File: src/rtl/bp_be_fe_queue_pkg.sv
// rtl/bp_be_fe_queue_pkg.sv - configuration enum, FE queue packet layout and width helper
// Purpose: shared types for the BE-side FE queue.
// Contents: bp_params_e (processor configuration selector), bp_fe_queue_s
//           (fetch-to-backend packet), bp_fe_queue_width() (packet width per config).
package bp_be_fe_queue_pkg;

  typedef enum logic [1:0] {
    e_bp_default_cfg = 2'd0,
    e_bp_unicore_cfg = 2'd1
  } bp_params_e;

  // Fetch packet: message type, virtual PC and the fetched instruction.
  typedef struct packed {
    logic [1:0]  msg_type;
    logic [38:0] pc;
    logic [31:0] instr;
  } bp_fe_queue_s;

  function automatic int bp_fe_queue_width(input bp_params_e cfg);
    case (cfg)
      e_bp_unicore_cfg: return $bits(bp_fe_queue_s);
      default:          return $bits(bp_fe_queue_s);
    endcase
  endfunction

endpackage

File: src/rtl/bsg_mem_1r1w.sv
// rtl/bsg_mem_1r1w.sv - one-write one-read register file with asynchronous read
// Purpose: packet storage for the FE queue; contents are never reset.
// Ports: w_clk_i     write clock
//        w_v_i       write enable
//        w_addr_i    write slot
//        w_data_i    write data
//        r_addr_i    read slot
//        r_data_o    read data, combinational from the array
module bsg_mem_1r1w #(
  parameter int width_p = 1,
  parameter int els_p   = 2,
  localparam int addr_width_lp = $clog2(els_p)
) (
  input  logic                     w_clk_i,
  input  logic                     w_v_i,
  input  logic [addr_width_lp-1:0] w_addr_i,
  input  logic [width_p-1:0]       w_data_i,
  input  logic [addr_width_lp-1:0] r_addr_i,
  output logic [width_p-1:0]       r_data_o
);

  logic [width_p-1:0] mem [els_p];

  always_ff @(posedge w_clk_i) begin
    if (w_v_i) mem[w_addr_i] <= w_data_i;
  end

  assign r_data_o = mem[r_addr_i];

endmodule

File: src/rtl/bp_be_fe_queue.sv
// rtl/bp_be_fe_queue.sv - speculative FE queue with commit, roll and clear
// Purpose: buffers fetch packets; entries are dequeued speculatively and only
//          freed on commit, so a roll can replay everything since the last commit.
// Ports: clk_i                 clock
//        reset_n_i             asynchronous active-low reset
//        fe_queue_i/_v_i       incoming packet and valid
//        fe_queue_ready_and_o  space available (not full)
//        fe_queue_o/_v_o       packet at the speculative read pointer and valid
//        fe_queue_yumi_i       consumer takes fe_queue_o
//        commit_i              oldest dequeued entry retires
//        roll_i                replay dequeued, uncommitted entries
//        clr_i                 discard everything
//        empty_o               no unread entries
module bp_be_fe_queue
  import bp_be_fe_queue_pkg::*;
#(
  parameter bp_params_e bp_params_p = e_bp_default_cfg,
  parameter int els_p = 8,
  localparam int fe_queue_width_lp = bp_fe_queue_width(bp_params_p)
) (
  input  logic                         clk_i,
  input  logic                         reset_n_i,
  input  logic [fe_queue_width_lp-1:0] fe_queue_i,
  input  logic                         fe_queue_v_i,
  output logic                         fe_queue_ready_and_o,
  output logic [fe_queue_width_lp-1:0] fe_queue_o,
  output logic                         fe_queue_v_o,
  input  logic                         fe_queue_yumi_i,
  input  logic                         commit_i,
  input  logic                         roll_i,
  input  logic                         clr_i,
  output logic                         empty_o
);

  localparam int ptr_width_lp = $clog2(els_p) + 1;

  logic [ptr_width_lp-1:0] wptr, rptr, cptr;
  logic [ptr_width_lp-1:0] wptr_n, rptr_n, cptr_n;
  logic full, enq;

  // The extra wrap bit lets wptr - cptr reach els_p without aliasing empty.
  assign full                 = (wptr - cptr) == ptr_width_lp'(els_p);
  assign fe_queue_ready_and_o = ~full;
  assign fe_queue_v_o         = (rptr != wptr);
  assign empty_o              = ~fe_queue_v_o;
  assign enq                  = fe_queue_v_i & fe_queue_ready_and_o & ~clr_i;

  always_comb begin
    wptr_n = wptr + ptr_width_lp'(enq);
    cptr_n = cptr + ptr_width_lp'(commit_i);
    rptr_n = rptr + ptr_width_lp'(fe_queue_yumi_i);
    if (clr_i) begin
      // Collapse onto the pre-enqueue write pointer; the enqueue is dropped.
      rptr_n = wptr;
      cptr_n = wptr;
    end else if (roll_i) begin
      // Replay starts after anything retiring this same cycle.
      rptr_n = cptr + ptr_width_lp'(commit_i);
    end
  end

  always_ff @(posedge clk_i or negedge reset_n_i) begin
    if (!reset_n_i) begin
      wptr <= '0;
      rptr <= '0;
      cptr <= '0;
    end else begin
      wptr <= wptr_n;
      rptr <= rptr_n;
      cptr <= cptr_n;
    end
  end

  bsg_mem_1r1w #(
    .width_p (fe_queue_width_lp),
    .els_p   (els_p)
  ) mem (
    .w_clk_i  (clk_i),
    .w_v_i    (enq),
    .w_addr_i (wptr[ptr_width_lp-2:0]),
    .w_data_i (fe_queue_i),
    .r_addr_i (rptr[ptr_width_lp-2:0]),
    .r_data_o (fe_queue_o)
  );

  // Protocol checks: no yumi without data, no commit of an undequeued entry.
  always_ff @(posedge clk_i) begin
    if (reset_n_i) begin
      assert (!fe_queue_yumi_i || fe_queue_v_o);
      assert (!commit_i || (cptr != rptr));
    end
  end

endmodule

File: config.mk
export PLATFORM = sky130hd
export DESIGN_NAME = bp_be_fe_queue
export DESIGN_NICKNAME = d
export VERILOG_FILES = /design/src/rtl/bp_be_fe_queue_pkg.sv /design/src/rtl/bsg_mem_1r1w.sv /design/src/rtl/bp_be_fe_queue.sv
export SDC_FILE = /design/constraint.sdc
export NUM_CORES = 1
export LEC_CHECK = 0
export BUFFER_PORTS_ARGS = -buffer_cell sky130_fd_sc_hd__clkbuf_2
export CAP_MARGIN = 20
export CORE_MARGIN = 3
export CORE_UTILIZATION = 56
export CTS_BUF_LIST = sky130_fd_sc_hd__clkbuf_4
export DETAILED_ROUTE_END_ITERATION = 10
export GPL_TIMING_DRIVEN = 0
export HOLD_SLACK_MARGIN = 0.06
export PLACE_DENSITY = 0.75
export SETUP_SLACK_MARGIN = 0.2
export SYNTH_ARGS = -nofsm -noshare
export SYNTH_HDL_FRONTEND = slang
export SYNTH_SLANG_ARGS = --single-unit
File: constraint.sdc
create_clock -name clk_i -period 9.2 [get_ports clk_i]
set_input_delay 0.46 -clock clk_i [delete_from_list [all_inputs] [get_ports clk_i]]
set_output_delay 0.46 -clock clk_i [all_outputs]
set_load 0.02 [all_outputs]
# Word level (Yosys, flattened, before mapping)
# Memory sizes are Yosys's and may differ from the RTL's.
# Index checks and enable logic that the tools add are counted.
# Widths: inputs -> output; s select.
[totals]
ff_bits = 12
mem_bits_rw = 584
output_inout_bits = 76
word_cells = 20
n_memories = 1
[op_classes]
n_addsub = 4
eq_ne = 2
muxes = 5
bitwise = 5
[mem_list]
columns = ["memory", "words", "width", "read_ports", "rd_clocked_by_memory_dff", "wr", "line", "text"]
rows = [
  ["mem.mem", 8, 73, 1, 0, 1, "bsg_mem_1r1w.sv:22", "logic [width_p-1:0] mem [els_p];"],
]
[op_table]
columns = ["op", "n"]
rows = [
  ["$add 4x1->4", 3],
  ["$mux 4", 3],
  ["$eq 4x4->1 const B", 1],
  ["$ne 4x4->1", 1],
  ["$sub 4x4->4", 1],
  ["$not 1->1", 3],
  ["$and 1x1->1", 2],
  ["$mux 1", 2],
]

# Logic depth before layout (Yosys ltp)
[logic_depth]
depth_word = 7
depth_mapped = 10
depth_no_buf = 9

# Modules after synthesis
# A second synthesis with hierarchy kept.
[unflattened]
hier_cells = 929
hier_area_um2 = 23299.8
[modules_own_cells]
columns = ["mod", "n_inst", "cells_per_inst", "area_each_um2"]
rows = [
  ["bsg_mem_1r1w", 1, 856, 22540.4],
  ["bp_be_fe_queue", 1, 73, 759.5],
]

# Worst setup path after synthesis
# OpenSTA, ideal clock, no wires.
[synth_path]
path_kind = "register to register"
from = "register wptr[0]"
to = "memory mem.mem[6][0] (netlist bit) (enable)"
setup_time_ns = 0.711
t_arrival_ns = 8.821
path_slack_ns = -0.331
stages_incl_launch_ff = 8
n_path_buf = 1
synth_period_minus_slack_ns = 9.531
cell_sequence = "dfrtp_1 > clkbuf_1 > inv_1 > ha_1 > nand3b_1 > a21oi_1 > nor4_2 > nor4b_1"
[synth_via]
elab_chain_len = 7
[synth_lines]
columns = ["item", "line", "text"]
rows = [
  ["start, declared", "bp_be_fe_queue.sv:37", "logic [ptr_width_lp-1:0] wptr, rptr, cptr;"],
  ["start signal, assigned", "bp_be_fe_queue.sv:68", "wptr <= wptr_n;"],
  ["$sub 4x4->4", "bp_be_fe_queue.sv:42", "assign full = (wptr - cptr) == ptr_width_lp'(els_p);"],
  ["$eq 4x4->1", "bp_be_fe_queue.sv:42", ""],
  ["$not 1->1", "bp_be_fe_queue.sv:43", "assign fe_queue_ready_and_o = ~full;"],
  ["$and 1x1->1 (2 in series)", "bp_be_fe_queue.sv:46", "assign enq = fe_queue_v_i & fe_queue_ready_and_o & ~clr_i;"],
  ["$mux 1", "bsg_mem_1r1w.sv:25", "if (w_v_i) mem[w_addr_i] <= w_data_i;"],
  ["$mux 1 (implied by the code)", "bsg_mem_1r1w.sv:25", ""],
  ["end, declared", "bsg_mem_1r1w.sv:22", ""],
]
# Several ways; a longest one is shown, not always the timed one.

# Final worst setup path
[layout_path]
from = "register wptr[0]"
to = "memory mem.mem[7][40] (netlist bit) (enable)"
# The elaborated chain is that of the path after synthesis.

==> reports/metrics.json <==
{
  "run_status": {"value": "finished clean"},
  "synth-seq-area-share": {"value": 78.4, "unit": "%"},
  "numClockSinks": {"value": 596},
  "coreArea": {"value": 39900, "unit": "µm²"},
  "hold_ws": {"value": 466, "unit": "ps"},
  "slew_headroom": {"value": 32.3, "unit": "%"},
  "design.portCount": {"value": 156},
  "flow.area_growth_from_synthesis": {"value": 21.5, "unit": "%"},
  "final.min_clock_period": {"value": 4050, "unit": "ps"},
  "irDropWorstVdd": {"value": 0.163, "unit": "mV"},
  "synth_edf_count": {"value": 584},
  "detail_route.wl_per_cell": {"value": 23.1, "unit": "µm"},
  "required": {"value": 9700, "unit": "ps"},
  "fillCellCount": {"value": 2422},
  "tritoncts.num_buffers": {"value": 149},
  "worst_r2r_path_depth": {"value": 16},
  "remaining_drc_errors": {"value": 0},
  "worstHoldPathCells": {"value": 2},
  "postSynthRegisterBits": {"value": 596},
  "netlist_area": {"value": 22700, "unit": "µm²"},
  "syn-instance-count": {"value": 931},
  "slew_violations": {"value": 0},
  "clockBufferDepth": {"value": 3},
  "cp_cell_sequence": {"value": "clkbuf_1, inv_1, ha_1, nand3b_1, a21oi_1, nor4_2, buf_4, nor4b_2, buf_4, buf_6, buf_4, buf_4, buf_4, buf_4, buf_4, buf_4"},
  "port_buffers": {"value": 154},
  "power.static_leakage": {"value": 9.55, "unit": "nW"},
  "cts_tree": {"value": "built"},
  "ant_nets": {"value": 0},
  "criticalPathCategory": {"value": "reg2reg"},
  "synth.net_count": {"value": 1020},
  "antenna_found_initial": {"value": 2},
  "max_stage_delay": {"value": 400, "unit": "ps"},
  "design_power_total": {"value": 7.95, "unit": "mW"},
  "setup_repair_bufs_after_cts": {"value": 0},
  "synth-adder-area-share": {"value": 0.495, "unit": "%"},
  "synth-compound-area-share": {"value": 0.215, "unit": "%"},
  "dr.first_iter.drc_count": {"value": 832},
  "cts_repair_resize_count": {"value": 0},
  "detail_route.first_pass.iterations": {"value": 5},
  "hpwlAfterDp": {"value": 31100, "unit": "µm"},
  "cts.htree.levels": {"value": 4},
  "core.rowCount": {"value": 73},
  "fp.dieW": {"value": 208, "unit": "µm"},
  "main_combinational_cell_family_by_area_after_synthesis": {"value": "multiplexers"},
  "hp-class": {"value": "in2reg"},
  "clk-insertion-delay-late": {"value": 830, "unit": "ps"},
  "cp_slowest_cell": {"value": "nor4b_2"},
  "setup_viol_count_final": {"value": 0},
  "muxShareOfSynthArea": {"value": 18.3, "unit": "%"},
  "layout_cells_sized_above_1": {"value": 47.8, "unit": "%"},
  "critical_path.endpoint_type": {"value": "register"},
  "grt_setup_unrepaired": {"value": "no"},
  "final_min_period_over_clock_period": {"value": 44.0, "unit": "%"},
  "fraction_of_the_mapped_netlist_area_in_simple_logic_gates": {"value": 0.732, "unit": "%"},
  "drt-vias-per-instance": {"value": 5.65},
  "via_count": {"value": 11471},
  "postSynth.asyncResetShare": {"value": 2.01, "unit": "%"},
  "yosys.area_share.xor_xnor": {"value": 0.462, "unit": "%"},
  "ys_dominant_reg_cell": {"value": "edfxtp_1"},
  "cap_violations": {"value": 0},
  "power_per_cell_area": {"value": 288, "unit": "nW/µm²"},
  "syn-mean-instance-area": {"value": 24.4, "unit": "µm²"},
  "initial_core_util": {"value": 57.0, "unit": "%"},
  "gpl.final_weighted_congestion": {"value": 0.715},
  "placed_cells": {"value": 1706},
  "grt-ovfl-total": {"value": 0},
  "clk_root_buffer_cell": {"value": "clkbuf_4"},
  "final_area": {"value": 27600, "unit": "µm²"},
  "fin_skew": {"value": 56.1, "unit": "ps"},
  "ff_latch_area": {"value": 17800, "unit": "µm²"},
  "design.die.area": {"value": 43100, "unit": "µm²"},
  "number_of_global_route_vias_before_repair": {"value": 12364},
  "grt_util_all_layers": {"value": 22.6, "unit": "%"},
  "clock.fmax": {"value": 0.247, "unit": "GHz"},
  "grt_max_degree": {"value": 17},
  "cp.arrival": {"value": 4550, "unit": "ps"},
  "rrSetupSlack": {"value": 5150, "unit": "ps"},
  "multi_input_area": {"value": 4630, "unit": "µm²"},
  "setup.worst_path.start_class": {"value": "register"},
  "dieHeight": {"value": 208, "unit": "µm"},
  "dpl-instance-area": {"value": 25000, "unit": "µm²"},
  "worst-slew-pin-transition": {"value": 1010, "unit": "ps"},
  "grt_first_pass_wirelength": {"value": 72900, "unit": "µm"},
  "wl": {"value": 46800, "unit": "µm"},
  "design.final.nets": {"value": 1502},
  "crit_path_frequent_cell": {"value": "buf_4"},
  "ys_warn_count": {"value": 0},
  "stdcell_count": {"value": 2031},
  "clk_pin_slew_worst_paths": {"value": 70, "unit": "ps"},
  "hold_violations": {"value": 0},
  "ys_types": {"value": 28},
  "crit_fanout": {"value": 8},
  "fin_setup_tns": {"value": 0, "unit": "ps"}
}
[state kept, by name (all words and copies together), names as in the netlist]
register / flops
mem.mem: 584
cptr: 4
rptr: 4
wptr: 4
[layer usage]
metal	share of wire, %	wire [µm]	global-route usage, %
met5	0.028	13	0
met4	2.0	947	7.82
met3	6.6	3090	5.43
met2	50	23400	36.1
met1	41	19300	31.2
[metrics by stage]
stage,utilization [%],worst slack (ps)
detailed placement,62.7,4830
global route,69.2,4980
floorplan,-,-331
global placement,60.5,-8190
CTS,69.2,4790
finish,69.2,5150
[path summary, 6_finish.rpt]
check,start,to
worst max-delay path,wptr[0],mem.mem[7][40]
worst min-delay path,fe_queue_i[46],mem.mem[4][46]
worst max register to register,wptr[0],mem.mem[7][40]
worst min register to register,wptr[0],wptr[0]
max in group asynchronous,reset_n_i,wptr[3]
min in group asynchronous,reset_n_i,cptr[1]
[layout by cell type (no fill, tap or decap), types with 3 or more instances in the layout]
cell type / count
dlygate4sd3_1: 80
clkinvlp_4: 3
clkinv_2: 7
xnor2_1: 8
nor2_1: 3
nand3_1: 3
bufinv_16: 4
a21oi_1: 3
mux2_2: 74
buf_4: 76
clkbuf_2: 154
buf_1: 10
xor2_1: 4
edfxtp_1: 584
mux4_2: 146
buf_6: 34
mux2i_1: 3
clkbuf_4: 202
buf_2: 3
o21ai_0: 5
nor4_2: 3
nor4b_2: 4
ha_1: 9
inv_1: 8
nand2_1: 5
clkinv_1: 21
clkbuf_1: 18
inv_2: 4
dfrtp_1: 12
[synth_stat cells, types with 4 or more instances]
cell / n / area (µm²)
o21ai_0: 5 / 25.0
xor2_1: 4 / 35.0
xnor2_1: 8 / 70.1
dfrtp_1: 12 / 300
mux2_2: 74 / 833
ha_1: 9 / 113
clkbuf_1: 18 / 67.6
inv_1: 8 / 30.0
buf_6: 15 / 169
buf_1: 10 / 37.5
nor4b_1: 4 / 35.0
edfxtp_1: 584 / 17500
mux4_2: 146 / 3290
nand2_1: 5 / 18.8
[cell families after synthesis]
kind of cell	count (synthesis)
AND/OR/NAND/NOR	28
adder cells (fa/ha/maj)	9
flip-flops	596
multiplexers	223
XOR/XNOR	12
AO/OA/AOI/OAI	9
buffers and inverters	54
[critical path, delay by kind of cell (launching register included)]
family / cells / cell delay [ps]
fa+ha+maj: 1 / 240
compound gates: 1 / 170
simple gates: 3 / 650
buf+inv: 11 / 2320
flops: 1 / 370
[power by group]
part	leakage, nW	switching [mW]	internal (mW)
Sequential	5.42	0.0641	3.24
Combinational	3.06	1.39	1.14
Clock	1.07	0.987	1.13
Total	9.55	2.44	5.51
[layout make-up]
class / instances / area share (%)
Tap cell: 525 / 2.38
Inverter: 8 / 0.109
Clock inverter: 41 / 1.05
Clock buffer: 202 / 5.49
Timing Repair Buffer: 331 / 8.63
Antenna cell: 1 / 0.00905
Multi-Input combinational cell: 281 / 16.8
Buffer: 46 / 1.05
Sequential cell: 596 / 64.5
[what timing repair did]
action,in CTS,in global routing
hold buffers,80,0
setup endpoints to repair,0,0
endpoints found under the hold margin,603,0
Note: power is estimated with default switching activity, not from simulation.
